[src/rtl/button_gesture_decoder.sv]
// Single-button gesture decoder: turns a debounced switch level into press/release
// edges plus short-click, double-click and long-press events.
module button_gesture_decoder #(
  parameter int unsigned c_LONG_LIMIT = 12500000,
  parameter int unsigned c_DOUBLE_GAP = 6250000
) (
  input  logic i_Clk,
  input  logic i_Rst_L,
  input  logic i_Switch,
  output logic o_Press,
  output logic o_Release,
  output logic o_Short,
  output logic o_Double,
  output logic o_Long,
  output logic o_Held
);

  localparam int CW = 25;
  // Terminal compare is one below the limit: the current edge supplies the last sample.
  localparam logic [CW-1:0] LONG_TC = CW'(c_LONG_LIMIT - 1);
  localparam logic [CW-1:0] GAP_TC  = CW'(c_DOUBLE_GAP - 1);

  typedef enum logic [2:0] {IDLE, PRESS1, WAIT_GAP, PRESS2, LONG_HELD} state_t;

  state_t        state_q, state_d;
  logic [CW-1:0] cnt_q, cnt_d;
  logic          r_Prev;
  logic          press_e, rel_e;
  logic          short_d, double_d, long_d;
  logic          press_q, rel_q, short_q, double_q, long_q, held_q;

  assign press_e = i_Switch & ~r_Prev;
  assign rel_e   = ~i_Switch & r_Prev;

  always_comb begin
    state_d  = state_q;
    cnt_d    = cnt_q;
    short_d  = 1'b0;
    double_d = 1'b0;
    long_d   = 1'b0;
    case (state_q)
      IDLE: begin
        if (press_e) begin
          state_d = PRESS1;
          cnt_d   = CW'(1);
        end
      end
      PRESS1: begin
        if (rel_e) begin
          state_d = WAIT_GAP;
          cnt_d   = CW'(1);
        end else begin
          cnt_d = cnt_q + 1'b1;
          if (cnt_q == LONG_TC) begin
            long_d  = 1'b1;
            state_d = LONG_HELD;
          end
        end
      end
      WAIT_GAP: begin
        if (press_e) begin
          double_d = 1'b1;
          state_d  = PRESS2;
          cnt_d    = '0;
        end else if (cnt_q == GAP_TC) begin
          short_d = 1'b1;
          state_d = IDLE;
          cnt_d   = '0;
        end else begin
          cnt_d = cnt_q + 1'b1;
        end
      end
      PRESS2: begin
        if (rel_e) state_d = IDLE;
      end
      LONG_HELD: begin
        if (rel_e) begin
          state_d = IDLE;
          cnt_d   = '0;
        end
      end
      default: begin
        state_d = IDLE;
        cnt_d   = '0;
      end
    endcase
  end

  always_ff @(posedge i_Clk or negedge i_Rst_L) begin
    if (!i_Rst_L) begin
      state_q  <= IDLE;
      cnt_q    <= '0;
      r_Prev   <= 1'b0;
      press_q  <= 1'b0;
      rel_q    <= 1'b0;
      short_q  <= 1'b0;
      double_q <= 1'b0;
      long_q   <= 1'b0;
      held_q   <= 1'b0;
    end else begin
      state_q  <= state_d;
      cnt_q    <= cnt_d;
      r_Prev   <= i_Switch;
      press_q  <= press_e;
      rel_q    <= rel_e;
      short_q  <= short_d;
      double_q <= double_d;
      long_q   <= long_d;
      held_q   <= (state_d == LONG_HELD);
    end
  end

  assign o_Press   = press_q;
  assign o_Release = rel_q;
  assign o_Short   = short_q;
  assign o_Double  = double_q;
  assign o_Long    = long_q;
  assign o_Held    = held_q;

endmodule

[config.mk]
export PLATFORM = sky130hd
export DESIGN_NAME = button_gesture_decoder
export DESIGN_NICKNAME = d
export VERILOG_FILES = /design/src/rtl/button_gesture_decoder.sv
export SDC_FILE = /design/constraint.sdc
export NUM_CORES = 1
export LEC_CHECK = 0
export ABC_AREA = 1
export BUFFER_PORTS_ARGS = -buffer_cell sky130_fd_sc_hd__buf_2
export CAP_MARGIN = 20
export CORE_ASPECT_RATIO = 1.5
export CORE_UTILIZATION = 66
export CTS_CLUSTER_SIZE = 30
export DETAILED_ROUTE_END_ITERATION = 8
export PLACE_DENSITY_LB_ADDON = 0.12
export SLEW_MARGIN = 10
export SYNTH_ARGS = -nofsm -noshare
export SYNTH_HDL_FRONTEND = slang
export SYNTH_SLANG_ARGS = --single-unit
[constraint.sdc]
create_clock -name i_Clk -period 2.7 [get_ports i_Clk]
set_clock_uncertainty 0.05 [all_clocks]
set_input_delay 0.135 -clock i_Clk [delete_from_list [all_inputs] [get_ports i_Clk]]
set_output_delay 0.135 -clock i_Clk [all_outputs]
set_load 0.01 [all_outputs]
### Yosys cells after proc, flatten, opt, wreduce, memory -nomap -nowiden

Cells that the tools add are included.

* add/subtract/negate cells: 1
* equality and inequality tests: 9
* multiplexer cells: 21
* bitwise operators: 5
* reduce and logical (&&, ||, !) cells: 3

Operator list (number)
* $mux 25: 5
* $pmux 25 s5: 1
* $add 25x1->25 const B: 1
* $eq 25x23->1 const B: 1
* $eq 25x24->1 const B: 1
* $mux 3: 6
* $pmux 3 s4: 1
* $mux 1: 8
* $eq 3x2->1 const B: 2
* $eq 3x3->1 const B: 2
* $ne 2x2->1 const B: 2
* $eq 3x1->1 const B: 1
* $logic_not 3->1: 1
* $not 1->1: 3
* $reduce_and 3->1: 1
* $and 1x1->1: 2
* $reduce_or 2->1: 1

* flip-flop bits (word level): 35

### Logic depth before layout (Yosys ltp)

* depth after elaboration: 5
* gate-level depth with buffers: 12

### Worst setup path after synthesis

Ideal clock, no wire load.

* kind: reg2reg
* start point: register cnt_q[0]
* end point: register cnt_q[13]
* library setup time: 121 ps
* data arrival time: 1465 ps
* required time: 2529 ps
* slack: 1064 ps
* stages on the path, launching flop included: 12
* path buffers: 1
* cell sequence: dfrtp_1 > ha_1 > nand2_1 > nor2_2 > nand2_1 > nor2_1 > nand2_1 > nand2_2 > nand2_2 > buf_6 > nand3b_1 > o21ai_1

* longest elaborated chain between the ends: 4
* elaborated cells between the ends (all ways): 6
* those cells by class: 1 x add/sub; 1 x eq/ne; 4 x mux

Ends and longest elaborated chain
* start: declaration: RTL line 26 `logic [CW-1:0] cnt_q, cnt_d;`
* start signal: assignment: RTL line 102 `cnt_q <= cnt_d;`
* $add 25x1->25 / $eq 25x23->1 (equally long branches): RTL line 53, 70, 65
* $mux 25: RTL line 65 `end else if (cnt_q == GAP_TC) begin`
* $mux 25: RTL line 61 `if (press_e) begin`
* $pmux 25 s5 *: RTL line 41 `case (state_q)`

Mark *: on every way between the ends. The rest lies on a longest branch, timed or not.
A chain may end at the register's enable or synchronous reset.

### Worst setup path in the final report

Ends and elaborated chain as after synthesis.

==> results.yml <==
clock_tree:
  path_clk_slew_ns: 0.07
  cts_hold_buf: 2
  htreeDepth: 2
  cts_num_sinks: 35
  cts_resized: 0
  clk_latency_ns: 0.29
  post_cts_buffers: 0
  cts_buffer_depth: 2
  cts_made_buffers: 5
  tritoncts: "done"
  cts_root_buffer: "clkbuf_8"
floorplan:
  die_h_um: 72.5
  chipWidth_um: 49.0
  io-pin-count: 9
  initial_utilization_pct: 69.3
  num_rows: 25
  core_um2: 3160
  die_area_um2: 3560
synthesis:
  synth_ff_type: "dfrtp_1"
  syn_nets: 323
  synthCells: 319
  synth.area.top_cells: "dfrtp_1 (40%), nand2_1 (15%), nor2_1 (8.2%)"
  ys_seq_area_share_pct: 40.0
  syn_area_per_cell_um2: 6.86
  ys_seq_elements: 35
  synth_top_area_share_pct: 40.0
  ys_types: 24
  synth_edf_count: 0
  ys_async_sr_fraction_pct: 100
  ys_warn_count: 0
  yosysMostFrequentCell: "nand2_1"
  synth.cell_area_um2: 2190
  yosys-top-cells-count: "nand2_1 (87), nor2_1 (48), inv_1 (40)"
  synth_area_leader_cell: "dfrtp_1"
critical_path:
  worstPathMaxFanout: 23
  crit_family: "simple AND/OR/NAND/NOR gates"
  criticalPathCategory: "reg2reg"
  cp.required_ns: 2.82
  cp-start-kind: "flip-flop"
  path_buf_inv: 0
  crit_path_end_kind: "flip-flop"
  startpoint: "cnt_q[0]"
  r2r_end: "cnt_q[13]"
  rr_startpoint: "cnt_q[0]"
  worst-path-stages: 10
  cp.arrival_ns: 2.16
  worst-r2r-setup-slack_ns: 0.66
  path_cells: "ha_1 > nand2_1 > nor2_2 > nand2_1 > nor2_1 > nand2_1 > nand2_2 > nand2_2 > nand3b_1 > o21ai_1"
  worstRegToRegCells: 10
  worst_path_most_repeated_cell: "nand2_1"
  cp_slowest_stage_delay_ns: 0.42
  endpoint: "cnt_q[13]"
  critPathSlowestCell: "dfrtp_1"
sta:
  tns_ns: 0
  period_needed_ns: 2.04
  finalSetupViolations: 0
  fmax_ghz: 0.491
  whs_ns: 0.399
  worst_pin_slew_ns: 0.761
  hold_viol: 0
  slew_viol_final: 0
  slew_headroom_pct: 49.2
  fin_crit_sh_pct: 75.4
  rsz0062_at_grt: "no"
route:
  route.detailed.drc: 0
  ant_nets: 0
  drt_iter0_drc: 128
  viasPerCell: 5.83
  drt-total-wl_um: 5440
  dr.pass1.iters: 5
  wl_per_cell_um: 14.6
  vias: 2175
finish:
  fill_cells: 265
  final_nets: 337
  area_delta_synth_final_pct: 7.49
  layout-drive-gt1-share_pct: 10.2
  multi_input_area_um2: 1110
  seq_area_um2: 876
  antenna_cells: 0
  final_cells: 373
global_route:
  grt_pass1_wl_um: 9340
  antenna_found_initial: 0
  grt_pass1_vias: 2157
  grt-ovfl-total: 0
  grt_max_degree: 36
  track_usage_pct: 34.8
pwr:
  combPwrFrac_pct: 30.6
  vdd_ir_drop_max_mv: 0.696
  swShare_pct: 39.2
  p_seq_share_pct: 42.7
  power.density_nw_per_um2: 611
  clkPwrFrac_pct: 26.7
  leakagePower_nw: 1.09
  p_int_mw: 0.874
  p_sw_mw: 0.564
job:
  maxCapViolations: 0
min_path:
  hold_path_class: "in2async"
placement:
  placed_cells: 364
  io_buffer_count: 8
  finalWeightedCongestion: 0.941
  hpwl_um: 3940
status:
  status: "completed"
==> cell usage in the layout, fill, tap and decap left out, types with 3 or more instances in the layout <==
cell      count
inv_1        40
nand4_1      13
nor2_1       48
xor2_1        3
inv_2         6
clkbuf_8      6
nor2_4        3
nor3_1        7
nand2_1      87
dfrtp_1      35
a21oi_1      11
o21ai_1      12
buf_2         8
nand3_1      31
nand2_2       3
==> layout make-up <==
cell class / instances / area share, %
Clock buffer: 6 / 3.51
Clock inverter: 1 / 0.213
Inverter: 46 / 7.34
Multi-Input combinational cell: 235 / 47.0
Sequential cell: 35 / 37.2
Tap cell: 40 / 2.13
Timing Repair Buffer: 10 / 2.55
==> sequential cells by signal, summed over array words and instances, names as in the netlist <==
name	count
o_Press	1
o_Release	1
cnt_q	25
o_Short	1
o_Double	1
state_q	3
o_Long	1
r_Prev	1
o_Held	1
==> power groups by stage <==
stage / Combinational (mW) / Sequential (mW) / Clock, mW
after floorplan: 0.374 / 0.613 / 0
after global placement: 0.424 / 0.619 / 0
after detailed placement: 0.435 / 0.622 / 0
after CTS: 0.441 / 0.612 / 0.386
after global routing: 0.495 / 0.618 / 0.405
final: 0.439 / 0.614 / 0.384
==> worst reg2reg max path: stages, from the launching register on <==
cell and delay, ns:
dfrtp_1 0.42, ha_1 0.23, nand2_1 0.11, nor2_2 0.23, nand2_1 0.08, nor2_1 0.10
nand2_1 0.07, nand2_2 0.07, nand2_2 0.28, nand3b_1 0.21, o21ai_1 0.08
==> cell families (layout without fill, tap and decap cells) <==
logic type / Yosys count / in the layout / share of synthesized area, %
buf+inv: 49 / 63 / 9.43
compound gates: 29 / 29 / 7.20
simple gates: 202 / 202 / 41.6
xor+xnor: 3 / 3 / 1.20
flops: 35 / 35 / 40.0
fa+ha+maj: 1 / 1 / 0.571
==> stage by stage <==
stage / utilization [%] / area [µm²] / worst slack [ns] / total power [mW]
after global placement: 71.1 / 2250 / 0.790 / 1.04
after floorplan: - / 2190 / 1.06 / 0.987
final: 74.5 / 2350 / 0.665 / 1.44
after CTS: 74.5 / 2350 / 0.705 / 1.44
after detailed placement: 71.1 / 2250 / 0.705 / 1.06
after global routing: 74.5 / 2350 / 0.391 / 1.52
==> metal layers <==
metal	global-route usage, %	part of all wire [%]
met3	5.24	5.7
met5	0	0
met2	62.7	52
met1	38.6	37
met4	20.6	5.3
==> worst min path at each step <==
stage	endpoint	slack, ns
4_1_cts	cnt_q[17]	0.43
6_report	cnt_q[16]	0.40
3_5_place_dp	cnt_q[14]	0.20
5_1_grt	r_Prev	0.48
3_3_place_gp	cnt_q[14]	0.19
2_1_floorplan	cnt_q[0]	-0.21
No activity file was read; power rests on OpenSTA's default activity.
